==> config.mk <==
export PLATFORM = sky130hd
export DESIGN_NAME = pwm_mon
export DESIGN_NICKNAME = d
export VERILOG_FILES = /design/src/rtl/pwm_pkg.sv /design/src/rtl/pwm_edge_sync.sv /design/src/rtl/pwm_mon.sv
export SDC_FILE = /design/constraint.sdc
export NUM_CORES = 1
export LEC_CHECK = 0
export ABC_AREA = 1
export BUFFER_PORTS_ARGS = -buffer_cell sky130_fd_sc_hd__clkbuf_2
export CORE_ASPECT_RATIO = 1.1
export CORE_MARGIN = 3
export CORE_UTILIZATION = 55
export CTS_CLUSTER_SIZE = 14
export DETAILED_ROUTE_END_ITERATION = 10
export PLACE_DENSITY = 0.79
export SETUP_SLACK_MARGIN = 0.05
export SYNTH_ARGS = -nofsm -noshare
export SYNTH_HDL_FRONTEND = slang
export SYNTH_SLANG_ARGS = --single-unit
==> constraint.sdc <==
create_clock -name clk -period 2.81 [get_ports clk]
set_input_delay 0.562 -clock clk [delete_from_list [all_inputs] [get_ports clk]]
set_output_delay 0.562 -clock clk [all_outputs]
set_load 0.05 [all_outputs]
==> src/rtl/pwm_pkg.sv <==
// Shared types and helpers for the PWM receive-side monitor.
// Holds the lock FSM state encoding and the run-length deviation function.
package pwm_pkg;

    localparam int PWM_CNT_W  = 16;
    // Working width for deviation maths; run counters up to this width are supported.
    localparam int PWM_DIFF_W = 32;

    typedef enum logic [1:0] {
        IDLE,
        SEEK,
        ACQ,
        LOCK
    } pwm_mon_state_t;

    // Unsigned |a-b| as max-min, so it can never wrap.
    function automatic logic [PWM_DIFF_W-1:0] abs_diff(
        input logic [PWM_DIFF_W-1:0] a,
        input logic [PWM_DIFF_W-1:0] b
    );
        return (a > b) ? (a - b) : (b - a);
    endfunction

endpackage

==> src/rtl/pwm_edge_sync.sv <==
// Brings the asynchronous PWM stream into the clk domain and flags its edges.
// rise/fall are single-cycle pulses aligned with the first cycle of the new level on s.
module pwm_edge_sync #(
    parameter int SYNC_STAGES = 2
) (
    input  logic clk,
    input  logic rst,
    input  logic in,
    output logic s,
    output logic rise,
    output logic fall
);

    logic [SYNC_STAGES-1:0] sync;
    logic                   s_d;

    // NOTE: non-blocking assignments make every flop sample its pre-edge input, so the
    // chain really is SYNC_STAGES deep; blocking ones would collapse it into one stage.
    always_ff @(posedge clk or negedge rst) begin
        if (!rst) begin
            sync <= '0;
            s_d  <= 1'b0;
        end else begin
            sync <= {sync[SYNC_STAGES-2:0], in};
            s_d  <= sync[SYNC_STAGES-1];
        end
    end

    assign s    = sync[SYNC_STAGES-1];
    assign rise = s & ~s_d;
    assign fall = ~s & s_d;

endmodule

==> src/rtl/pwm_mon.sv <==
// PWM stream checker: measures low/high run lengths, compares each period against the
// expected widths within a tolerance, and tracks lock with a small acquisition FSM.
module pwm_mon
    import pwm_pkg::*;
#(
    parameter int CNT_W       = PWM_CNT_W,
    parameter int SYNC_STAGES = 2,
    parameter int LOCK_CNT    = 4,
    parameter int UNLOCK_CNT  = 2
) (
    input  logic             clk,
    input  logic             rst,
    input  logic             en,
    input  logic             in,
    input  logic [CNT_W-1:0] exp_high,
    input  logic [CNT_W-1:0] exp_low,
    input  logic [CNT_W-1:0] tol,
    output logic             meas_valid,
    output logic [CNT_W-1:0] high_len,
    output logic [CNT_W-1:0] low_len,
    output logic             period_ok,
    output logic             locked,
    output logic             timeout,
    output logic [15:0]      err_cnt
);

    localparam logic [CNT_W-1:0] CNT_MAX = '1;
    localparam int GOOD_W = $clog2(LOCK_CNT + 1);
    localparam int BAD_W  = $clog2(UNLOCK_CNT + 1);

    pwm_mon_state_t   state;
    logic [CNT_W-1:0] run_cnt;
    logic [CNT_W-1:0] run_nxt;
    logic [CNT_W-1:0] low_hold;
    logic             low_sat;
    logic             have_low;
    logic [GOOD_W-1:0] good_cnt;
    logic [BAD_W-1:0]  bad_cnt;

    logic s;
    logic rise;
    logic fall;
    logic any_edge;
    logic counting;

    logic [PWM_DIFF_W-1:0] high_dev;
    logic [PWM_DIFF_W-1:0] low_dev;
    logic [PWM_DIFF_W-1:0] tol_w;
    logic                  cur_ok;

    pwm_edge_sync #(
        .SYNC_STAGES(SYNC_STAGES)
    ) u_sync (
        .clk  (clk),
        .rst  (rst),
        .in   (in),
        .s    (s),
        .rise (rise),
        .fall (fall)
    );

    assign any_edge = rise | fall;
    assign counting = (state == ACQ) || (state == LOCK);

    assign run_nxt = any_edge             ? CNT_W'(1) :
                     (run_cnt == CNT_MAX) ? run_cnt   :
                                            run_cnt + 1'b1;

    // Evaluated on the closing (falling) edge: run_cnt still holds the finished high run.
    assign high_dev = abs_diff(PWM_DIFF_W'(run_cnt), PWM_DIFF_W'(exp_high));
    assign low_dev  = abs_diff(PWM_DIFF_W'(low_hold), PWM_DIFF_W'(exp_low));
    assign tol_w    = PWM_DIFF_W'(tol);
    assign cur_ok   = (high_dev <= tol_w) && (low_dev <= tol_w) &&
                      (run_cnt != CNT_MAX) && !low_sat;

    always_ff @(posedge clk or negedge rst) begin
        if (!rst) begin
            state      <= IDLE;
            run_cnt    <= '0;
            low_hold   <= '0;
            low_sat    <= 1'b0;
            have_low   <= 1'b0;
            good_cnt   <= '0;
            bad_cnt    <= '0;
            meas_valid <= 1'b0;
            high_len   <= '0;
            low_len    <= '0;
            period_ok  <= 1'b0;
            locked     <= 1'b0;
            timeout    <= 1'b0;
            err_cnt    <= '0;
        end else begin
            meas_valid <= 1'b0;
            if (!en) begin
                state    <= IDLE;
                run_cnt  <= '0;
                low_sat  <= 1'b0;
                have_low <= 1'b0;
                good_cnt <= '0;
                bad_cnt  <= '0;
                locked   <= 1'b0;
                timeout  <= 1'b0;
            end else begin
                case (state)
                    IDLE: begin
                        locked <= 1'b0;
                        state  <= SEEK;
                    end
                    SEEK: begin
                        // The run in progress on entry is partial; only start timing here.
                        if (any_edge) begin
                            state    <= ACQ;
                            run_cnt  <= CNT_W'(1);
                            have_low <= 1'b0;
                            low_sat  <= 1'b0;
                            good_cnt <= '0;
                            bad_cnt  <= '0;
                        end
                    end
                    default: begin
                        run_cnt <= run_nxt;
                        if (counting && run_nxt == CNT_MAX)
                            timeout <= 1'b1;

                        if (any_edge && s) begin
                            low_hold <= run_cnt;
                            low_sat  <= (run_cnt == CNT_MAX);
                            have_low <= 1'b1;
                        end

                        if (any_edge && !s && have_low) begin
                            high_len   <= run_cnt;
                            low_len    <= low_hold;
                            period_ok  <= cur_ok;
                            meas_valid <= 1'b1;
                        end

                        // Lock bookkeeping acts on the registered strobe, one cycle later.
                        if (meas_valid) begin
                            if (state == ACQ) begin
                                if (!period_ok) begin
                                    good_cnt <= '0;
                                end else if (good_cnt == GOOD_W'(LOCK_CNT - 1)) begin
                                    state    <= LOCK;
                                    locked   <= 1'b1;
                                    good_cnt <= '0;
                                    bad_cnt  <= '0;
                                end else begin
                                    good_cnt <= good_cnt + 1'b1;
                                end
                            end else begin
                                if (period_ok) begin
                                    bad_cnt <= '0;
                                end else begin
                                    if (err_cnt != 16'hFFFF)
                                        err_cnt <= err_cnt + 16'd1;
                                    if (bad_cnt == BAD_W'(UNLOCK_CNT - 1)) begin
                                        state    <= ACQ;
                                        locked   <= 1'b0;
                                        good_cnt <= '0;
                                        bad_cnt  <= '0;
                                    end else begin
                                        bad_cnt <= bad_cnt + 1'b1;
                                    end
                                end
                            end
                        end
                    end
                endcase
            end
        end
    end

endmodule

==> results.md <==
- First-pass iteration count of the detailed router: 6
- Initial Utilization: 56.9%
- Share of cells above drive strength 1: 31.9%
- Worst path cell trace: ha_1 -> nand2_2 -> nor4_4 -> nand3_2 -> nand2_4 -> clkbuf_16 -> nand2_1 -> nand2_1 -> inv_1 -> ha_1 -> nand2_1 -> nor3_1 -> nand4_1 -> a21boi_1 -> nor2_1 -> nand2_1 -> nand2_1
- Fin util: 79.8%
- Crit Path Max Fanout: 8
- Final Hold Vio Count: 0
- Clk sinks: 96
- Ys async rst share: 100%
- Number of synthesized flops with an enable pin: 0
- Root Buffer: clkbuf_16
- Critical path launch point: run_cnt[10]$_DFFE_PN0P_
- PwrDens: 386 nW/um^2
- R2r endpoint: period_ok$_DFFE_PN0P_
- Row count: 48
- Pre-CTS WS: -767 ps
- Commonest non-fill, non-tap cell in the layout: nand2_1
- Synth-to-Final Area Change: 40.3%
- Global-route wire length before repair: 48100 um
- Slew @ Worst Pin: 626 ps
- Die ar.: 18000 um^2
- CP max stage cell: ha_1
- CTS HTree Levels: 3
- Critical path arrival: 3380 ps
- Post-DP HPWL: 23900 um
- Reg area: 2410 um^2
- Crit path kind: reg -> reg
- FMAX: 0.324 GHz
- Wire length per cell: 16.6 um
- Mapped Area: 9050 um^2
- Setup Viol. Count Final: 1
- Violated checks: negative setup slack
- Commonest register cell after synthesis: dfrtp_1
- Distinct cells, synth: 43
- Clk buf depth: 2
- Worst reg2reg setup slack: -280 ps
- Port bufs: 103
- Reg2reg start: run_cnt[10]$_DFFE_PN0P_
- Mapped Nets: 1497
- DR vias/cell: 5.40
- Diodes inserted: 0
- Core area: 15900 um^2
- Final Max Slew Viols: 0
- Number of global-route vias before repair: 9923
- Min Tclk post-route: 3090 ps
- IO Count: 104
- GR Overflow Total: 0
- Unrepaired setup endpoints after global routing: yes
- VDD IR max: 0.000550 V
- DRC: 0
- Routed via count: 10.1k
- DRT antenna net count: 0
- CP required: 3100 ps
- Area of the multi-input gates: 6410 um^2
- Part of the cycle the worst path needs: 110%
- Max_cap viols: 0
- Clock transition at the registers of the reported paths: 90 ps
- Worst Setup EP: period_ok$_DFFE_PN0P_
- CP peak stage delay: 410 ps
- Worst skew pair latency: 360 ps
- Final net count: 1836
- DR iter-0 viols: 790
- Die H: 141 um
- Worst clock skew: 14.1 ps
- Setup ws final: -276 ps
- Critical path capture point type: flop
- All-layer global routing usage: 33.5%
- R2R depth: 17
- CTS buffer count: 9
- Synth Area per Inst: 6.78 um^2
- WL final: 31200 um
- Seq/Total Area, Yosys: 26.5%
- Mapped Cells: 1335
- Commonest non-fill, non-tap cells in the layout: nand2_1 (359), buf_4 (244), inv_1 (194)
- CTS tree: yes
- CTS Hold Bufs: 0
- Most frequent CP cell: nand2_1
- Fillers: 1073
- Initial antenna violation count: 0
- Chip Width: 128 um
- Flip-flop and latch count after synthesis: 96
- Worst slew margin: 58.2%
- Status: finished, violations left
- HP Class: in -> async
- Routability Congestion: 0.975
- Crit path launch type: flop
- Warnings from Yosys: 0
- Leakage dissipation: 6.80 nW
- Maximum number of pins on one net before global-route repair: 67
-- Yosys cell counts (2+ instances only) --
master,instances,area (um^2)
a21boi_0,3,22.5
a21o_1,5,37.5
a21oi_1,84,420
buf_2,12,60.1
buf_4,3,22.5
buf_6,2,22.5
clkbuf_1,8,30.0
dfrtp_1,96,2400
fa_1,4,80.1
ha_1,106,1330
inv_1,205,769
inv_2,8,30.0
nand2_1,386,1450
nand2_2,11,68.8
nand2_4,2,22.5
nand3_1,63,315
nand3_2,3,30.0
nand3b_1,3,22.5
nand4_1,18,113
nor2_1,96,360
nor2_2,5,31.3
nor2_4,2,22.5
nor3_1,11,55.1
nor3b_1,2,15.0
nor4_1,2,12.5
nor4_4,2,42.5
o21a_1,4,30.0
o21ai_0,97,485
o21ai_1,4,20.0
o21bai_1,12,90.1
o22ai_1,4,25.0
o31ai_1,2,15.0
xnor2_1,11,96.3
xor2_1,50,438
-- area by class of cell --
cell class,count,area share [%]
multi-input cells,999,50.5
repair buffers,355,19.6
flip-flops and latches,96,19.0
inverters,213,6.47
well taps,200,1.97
clock buffers,9,1.77
clock inverters,7,0.709
-- power by group --
part / total, mW / leakage, nW / internal (mW) / switching (mW)
Clock: 1.28 / 0.148 / 0.638 / 0.638
Sequential: 1.56 / 1.29 / 1.47 / 0.0935
Combinational: 2.07 / 5.36 / 0.867 / 1.20
-- sequential cells by signal, indices dropped and copies added, names as in the netlist --
name	count
err_cnt	16
run_cnt	16
timeout	1
bad_cnt	2
state	2
meas_valid	1
low_hold	16
low_len	16
locked	1
u_sync.s_d	1
high_len	16
good_cnt	3
u_sync.sync	2
have_low	1
low_sat	1
period_ok	1
-- metal layers --
metal	share of wire, %	GRT usage [%]	up-vias
met5	0	0	-
met4	4.8	15.5	0
met3	7.4	4.77	98
met2	46	55.1	428
met1	41	43.3	4700
li1	-	-	4917
-- through the flow --
step                setup TNS (ps)  power, mW  instance area (um^2)  hold WS [ps]  std cells
detailed placement            -767       3.35                 11600           342       1844
CTS                           -204       4.73                 12300           219       1873
finish                        -276       4.90                 12700           212       1879
floorplan                     -131       2.62                  9170           266       1335
global placement              -690       3.29                 11600           336       1844
global route                  -466       5.17                 12700           238       1879
-- worst min path at each step --
stage / from / endpoint / slack, ps
after floorplan: rst / bad_cnt[0]$_DFFE_PN0P_ / 270
after global placement: u_sync.sync[0]$_DFF_PN0_ / u_sync.sync[1]$_DFF_PN0_ / 340
after detailed placement: u_sync.sync[0]$_DFF_PN0_ / u_sync.sync[1]$_DFF_PN0_ / 340
after CTS: rst / low_len[6]$_DFFE_PN0P_ / 220
after global routing: rst / low_len[6]$_DFFE_PN0P_ / 240
final: rst / low_len[6]$_DFFE_PN0P_ / 210
-- timing repair --
item,in CTS,in global routing
setup endpoints to repair,1,1
setup buffers,13,5
gates resized for setup,59,88
pin swaps,28,45
cloned,0,1
-- cell families after synthesis --
family / share of synthesized area, %
flops: 26.5
fa+ha+maj: 15.5
xor+xnor: 5.90
buf+inv: 10.4
simple gates: 28.6
compound gates: 13.0
-- critical path, delay by kind of cell, from the launching register on --
family | cells | cell delay, ps
simple gates | 12 | 1570
fa+ha+maj | 2 | 700
flops | 1 | 400
buf+inv | 2 | 210
compound gates | 1 | 150
(Power assumes the default switching activity.)
